File: config.mk
export PLATFORM = sky130hd
export DESIGN_NAME = bosconian_video_timing
export DESIGN_NICKNAME = d
export VERILOG_FILES = /design/src/rtl/bosconian_video_pkg.sv /design/src/rtl/bosconian_ce_div.sv /design/src/rtl/bosconian_video_timing.sv
export SDC_FILE = /design/constraint.sdc
export NUM_CORES = 1
export LEC_CHECK = 0
export ABC_CLOCK_PERIOD_IN_PS = 4250
export CORE_MARGIN = 2
export CORE_UTILIZATION = 53
export CTS_CLUSTER_DIAMETER = 100
export DETAILED_ROUTE_END_ITERATION = 16
export PLACE_DENSITY_LB_ADDON = 0.05
export SYNTH_ARGS = -nofsm -noshare
export SYNTH_HDL_FRONTEND = slang
export SYNTH_SLANG_ARGS = --single-unit
export TNS_END_PERCENT = 50
File: constraint.sdc
create_clock -name clk -period 4.25 [get_ports clk]
set_input_delay 0.85 -clock clk [delete_from_list [all_inputs] [get_ports clk]]
set_output_delay 0.85 -clock clk [all_outputs]
set_load 0.005 [all_outputs]
File: src/rtl/bosconian_video_pkg.sv
// Shared timing defaults and types for the Bosconian raster sequencer.
package bosconian_video_pkg;

   localparam int unsigned CE_DIV_DEF       = 8;
   localparam int unsigned H_TOTAL_DEF      = 384;
   localparam int unsigned H_ACTIVE_DEF     = 288;
   localparam int unsigned H_SYNC_START_DEF = 312;
   localparam int unsigned H_SYNC_LEN_DEF   = 32;
   localparam int unsigned V_TOTAL_NTSC_DEF = 264;
   localparam int unsigned V_TOTAL_PAL_DEF  = 312;
   localparam int unsigned V_ACTIVE_DEF     = 224;
   localparam int unsigned V_SYNC_START_DEF = 240;
   localparam int unsigned V_SYNC_LEN_DEF   = 3;

   // PAL frames are longer, so VSync moves down by this many lines.
   localparam int unsigned PAL_VS_OFS = 24;

   typedef logic [8:0] cnt_t;

endpackage

File: src/rtl/bosconian_ce_div.sv
// Clock divider producing a one-clock enable strobe every DIV clocks.
// tick is the combinational wrap condition; ce is the registered strobe
// that goes high on the same edge the wrap takes effect.
module bosconian_ce_div #(
   parameter int unsigned DIV = 8
) (
   input  logic clk,
   input  logic rst,
   output logic tick,
   output logic ce
);

   localparam int unsigned W = (DIV > 2) ? $clog2(DIV) : 1;

   logic [W-1:0] cnt;

   assign tick = (cnt == W'(DIV - 1));

   // Free-running divider; ce registers the wrap so it lasts one clock.
   always_ff @(posedge clk or posedge rst) begin
      if (rst) begin
         cnt <= '0;
         ce  <= 1'b0;
      end else begin
         ce  <= tick;
         cnt <= tick ? '0 : cnt + W'(1);
      end
   end

endmodule

File: src/rtl/bosconian_video_timing.sv
// Raster sequencer for the Bosconian core: pixel enable, h/v counters,
// blanking/sync decode with NTSC/PAL line counts and per-frame sync offsets.
// Optional feature: define BOSCONIAN_VBLANK_IRQ_EN to add irq_ack/vblank_irq.
module bosconian_video_timing
   import bosconian_video_pkg::*;
#(
   parameter int unsigned CE_DIV       = CE_DIV_DEF,
   parameter int unsigned H_TOTAL      = H_TOTAL_DEF,
   parameter int unsigned H_ACTIVE     = H_ACTIVE_DEF,
   parameter int unsigned H_SYNC_START = H_SYNC_START_DEF,
   parameter int unsigned H_SYNC_LEN   = H_SYNC_LEN_DEF,
   parameter int unsigned V_TOTAL_NTSC = V_TOTAL_NTSC_DEF,
   parameter int unsigned V_TOTAL_PAL  = V_TOTAL_PAL_DEF,
   parameter int unsigned V_ACTIVE     = V_ACTIVE_DEF,
   parameter int unsigned V_SYNC_START = V_SYNC_START_DEF,
   parameter int unsigned V_SYNC_LEN   = V_SYNC_LEN_DEF
) (
   input  logic       clk,
   input  logic       reset,
   input  logic       pal,
   input  logic [3:0] h_ofs,
   input  logic [3:0] v_ofs,
   output logic       ce_pix,
   output logic [8:0] hcnt,
   output logic [8:0] vcnt,
   output logic       HBlank,
   output logic       VBlank,
   output logic       HSync,
   output logic       VSync,
   output logic       line_start,
   output logic       frame_start
`ifdef BOSCONIAN_VBLANK_IRQ_EN
   ,
   input  logic       irq_ack,
   output logic       vblank_irq
`endif
);

   logic        tick;
   logic        running;
   logic        pal_l;
   logic [3:0]  h_ofs_l;
   logic [3:0]  v_ofs_l;

   cnt_t        h_nx;
   cnt_t        v_nx;
   cnt_t        vtot;
   logic        frame_wrap;
   logic        pal_nx;
   logic [3:0]  h_ofs_nx;
   logic [3:0]  v_ofs_nx;

   logic signed [9:0] h10, v10;
   logic signed [9:0] hs, hs_end, vs, vs_end;
   logic        hblank_nx, vblank_nx, hsync_nx, vsync_nx;

   bosconian_ce_div #(
      .DIV (CE_DIV)
   ) u_ce_div (
      .clk  (clk),
      .rst  (reset),
      .tick (tick),
      .ce   (ce_pix)
   );

   // Next raster position and the config that applies to it. The first
   // strobe after reset lands on (0,0) rather than advancing, so it
   // counts as a frame boundary and latches the config.
   always_comb begin
      h_nx       = hcnt;
      v_nx       = vcnt;
      frame_wrap = 1'b0;
      vtot       = pal_l ? 9'(V_TOTAL_PAL) : 9'(V_TOTAL_NTSC);
      if (!running) begin
         h_nx       = '0;
         v_nx       = '0;
         frame_wrap = 1'b1;
      end else if (hcnt == 9'(H_TOTAL - 1)) begin
         h_nx = '0;
         if (vcnt == vtot - 9'd1) begin
            v_nx       = '0;
            frame_wrap = 1'b1;
         end else begin
            v_nx = vcnt + 9'd1;
         end
      end else begin
         h_nx = hcnt + 9'd1;
      end
      pal_nx   = frame_wrap ? pal   : pal_l;
      h_ofs_nx = frame_wrap ? h_ofs : h_ofs_l;
      v_ofs_nx = frame_wrap ? v_ofs : v_ofs_l;
   end

   // Blank/sync decode of the next position; sync windows are signed and
   // simply miss any line/pixel beyond the total instead of wrapping.
   always_comb begin
      h10       = {1'b0, h_nx};
      v10       = {1'b0, v_nx};
      hs        = 10'(H_SYNC_START) + {{6{h_ofs_nx[3]}}, h_ofs_nx};
      hs_end    = hs + 10'(H_SYNC_LEN);
      vs        = (pal_nx ? 10'(V_SYNC_START + PAL_VS_OFS) : 10'(V_SYNC_START))
                  + {{6{v_ofs_nx[3]}}, v_ofs_nx};
      vs_end    = vs + 10'(V_SYNC_LEN);
      hblank_nx = (h_nx >= 9'(H_ACTIVE));
      vblank_nx = (v_nx >= 9'(V_ACTIVE));
      hsync_nx  = (h10 >= hs) && (h10 < hs_end);
      vsync_nx  = (v10 >= vs) && (v10 < vs_end);
   end

   // Counters, latched config and decoded outputs, all updated on the pixel edge.
   always_ff @(posedge clk or posedge reset) begin
      if (reset) begin
         running     <= 1'b0;
         hcnt        <= '0;
         vcnt        <= '0;
         pal_l       <= 1'b0;
         h_ofs_l     <= '0;
         v_ofs_l     <= '0;
         HBlank      <= 1'b0;
         VBlank      <= 1'b0;
         HSync       <= 1'b0;
         VSync       <= 1'b0;
         line_start  <= 1'b0;
         frame_start <= 1'b0;
      end else begin
         line_start  <= 1'b0;
         frame_start <= 1'b0;
         if (tick) begin
            running     <= 1'b1;
            hcnt        <= h_nx;
            vcnt        <= v_nx;
            pal_l       <= pal_nx;
            h_ofs_l     <= h_ofs_nx;
            v_ofs_l     <= v_ofs_nx;
            HBlank      <= hblank_nx;
            VBlank      <= vblank_nx;
            HSync       <= hsync_nx;
            VSync       <= vsync_nx;
            line_start  <= (h_nx == '0);
            frame_start <= (h_nx == '0) && (v_nx == '0);
         end
      end
   end

`ifdef BOSCONIAN_VBLANK_IRQ_EN
   // Sticky VBlank interrupt; a set on the rising edge beats a same-clock ack.
   always_ff @(posedge clk or posedge reset) begin
      if (reset) begin
         vblank_irq <= 1'b0;
      end else if (tick && vblank_nx && !VBlank) begin
         vblank_irq <= 1'b1;
      end else if (irq_ack) begin
         vblank_irq <= 1'b0;
      end
   end
`endif

endmodule

==> flow_summary.ini <==
[outcome]
status = completed

[finish]
diodes = 0
fillers = 441
multi_input_area_mm2 = 0.00182
layout-drive-gt1-share_pct = 10.9
final_core_util_pct = 66.3
regArea_um2 = 951
nets = 388
area_growth_pct = 18.5
layout.cells.non_filler = 420

[setup_path]
critPathArrivalTime_ps = 4080
crit_chain = ha_1, nand4_1, or2_1, o21ai_4, mux2i_1, ha_1, inv_1, nor4_1, xnor2_1, ha_1, a21o_1, a2111oi_1, a22o_1
required_ps = 4490
slowest_stage = dfrtp_1
crit_top_cell = ha_1
critical_path_class = reg2reg
endpoint_kind = flip-flop
max_stage_delay_ps = 460
crit_fanout = 9
rr_worst_depth = 13
cp-start-kind = flip-flop

[placed_design]
port_buffers = 35
place_congestion = 0.845
placedCellCount = 412
dp_hpwl_um = 4910

[clock_tree]
postCtsSetupRepairBufs = 0
hold_buffers = 0
htreeDepth = 2
path_clk_slew_ps = 80
clock_latency_ps = 290
cts_tree = yes
cts-buffers-inserted = 5
clock_sinks = 38
clockBufferDepth = 2
root_buffer = clkbuf_8

[die]
die-width_um = 78.1
die_h_um = 78.1
rows = 26
dieArea_mm2 = 0.00610
core_mm2 = 0.00520
start_util_pct = 55.9
pin_count = 36

[detailed_routing]
ant_nets = 0
via_count = 2467
routed_wl_um = 6630
drt-initial-drc-count = 198
first_pass_iters = 4
wl_per_cell_um = 15.8
vias_per_cell = 5.87
drcViolationCount = 0

[yosys]
yosysSeqAreaShare_pct = 32.7
ys_async_sr_fraction_pct = 100
synth_edf_count = 0
synth_compound_area_share_pct = 20.6
ys_ff_latch = 38
synth_top_area_cell = dfrtp_1
synth.cell_area_mm2 = 0.00291
synthTopCellsByArea = dfrtp_1 33%, ha_1 12%, mux2_2 4.6%
synthMuxAreaShare_pct = 7.74
synth_xor_area_share_pct = 3.91
ys.flop_type = dfrtp_1
synth_top_family_by_area = compound AO/OA/AOI/OAI gates
synth_top_cell_area_share_pct = 32.7
yosys.area_share.simple_pct = 18.2
synth_nets = 357
syn-instance-count = 318
synthTopCellsByCount = 38 x dfrtp_1, 28 x ha_1, 26 x o21ai_0
synth.distinct_cells = 58
yosys_warnings = 0
synth_most_common_cell = dfrtp_1
synth_fa_ha_area_share_pct = 12.0
synth_area_per_cell_um2 = 9.15

[sta]
finalHoldViolCount = 0
fin_setup_tns_ps = 0
rsz0062_at_grt = false
max_freq_mhz = 260
min_period_ps = 3840
drv_slew = 0
relSlewSlack_pct = 31.2
finalSetupViolCount = 0
finClkSkew_ps = 4.42
max_slew.worst_pin.slew_ps = 1030
min_period_over_period_pct = 90.4
whs_ps = 441

[grt]
grt-ovfl-total = 0
grt_antenna_before_repair = 0
groute.usage.overall_pct = 23.0
grt_first_pass_wirelength_um = 11200
grt_max_degree = 27
grt_pass1_vias = 2362

[run]
maxCapViolations = 0

[pwr]
irDropWorstVdd_uv = 211
power_w = 0.000818
p_leak_nw = 1.44
p_per_area_mw_per_mm2 = 237

[worst_hold_path]
holdPathStages = 1
hold_path.class = reg2reg
## final timing paths
kind | startpoint | end | slack, ps
max in group asynchronous | reset | v_ofs_l[1] | 2390
worst max register to register | hcnt[0] | VSync | 410
worst min-delay path | u_ce_div.cnt[0] | u_ce_div.cnt[0] | 440
worst max-delay path | hcnt[0] | VSync | 410
worst min register to register | u_ce_div.cnt[0] | u_ce_div.cnt[0] | 440
min in group asynchronous | reset | h_ofs_l[3] | 1100
## sequential cells by signal (all words and copies together) (netlist names), 3 cells and up
| register | count |
|---|---|
| hcnt | 9 |
| vcnt | 9 |
| h_ofs_l | 4 |
| v_ofs_l | 4 |
| u_ce_div.cnt | 3 |
## placed cells by master (no fill, tap or decap), types with 10 or more instances in the layout
cell | netlist | routed
a21oi_1 | 19 | 19
clkdlybuf4s50_1 | 0 | 35
dfrtp_1 | 38 | 38
ha_1 | 28 | 28
inv_1 | 14 | 14
mux2_2 | 12 | 12
nand2_1 | 22 | 22
nor2_1 | 25 | 25
o21ai_0 | 26 | 26
xnor2_1 | 10 | 10
## metal layers
metal  GRT usage (%)  vias to the layer above  routed length [um]
li1                -                     1233                   -
met1            31.3                     1163                3190
met2            36.6                       63                3050
met3            4.94                        8                 311
met4            7.37                        0                  77
met5               0                        -                   0
## through the flow
step / setup slack [ps] / instance area (um2)
finish: 409 / 3450
global route: 53.5 / 3450
CTS: 360 / 3450
detailed placement: 411 / 3300
global placement: 558 / 3300
floorplan: 732 / 2910
## where the power goes
| group | total, W | switching, W | internal, W | leakage (nW) |
|---|---|---|---|---|
| combinational | 0.0000613 | 0.0000332 | 0.0000281 | 0.877 |
| sequential | 0.000369 | 0.00000321 | 0.000366 | 0.490 |
| clock | 0.000388 | 0.000137 | 0.000251 | 0.0714 |
## cell type report
| cell class | instances | area share, % |
|---|---|---|
| clock buffers | 6 | 2.39 |
| flip-flops and latches | 38 | 27.6 |
| repair buffers | 41 | 11.5 |
| well taps | 70 | 2.54 |
| inverters | 14 | 1.52 |
| clock inverters | 2 | 1.74 |
| multi-input cells | 249 | 52.8 |
## critical path: cells and delay by family, from the launching register on
family	cells	cell delay, ps
muxes	1	350
DFF	1	460
adders and majority gates	3	800
and+or+nand+nor	3	880
AOI/OAI and AO/OA	4	1090
buffers and inverters	1	70
xor gates and xnor gates	1	130
## logic make-up (layout without fill, tap and decap cells)
kind of cell | Yosys count | after routing
fa+ha+maj | 28 | 28
flops | 38 | 38
xor+xnor | 13 | 13
mux | 21 | 21
compound gates | 88 | 88
buf+inv | 31 | 63
simple gates | 99 | 99
## timing repair
action | 4_1_cts | 5_1_grt
hold endpoints to repair | 0 | 0
gates resized for setup | 0 | 1
setup endpoints to repair | 0 | 1
(Power assumes the default switching activity.)
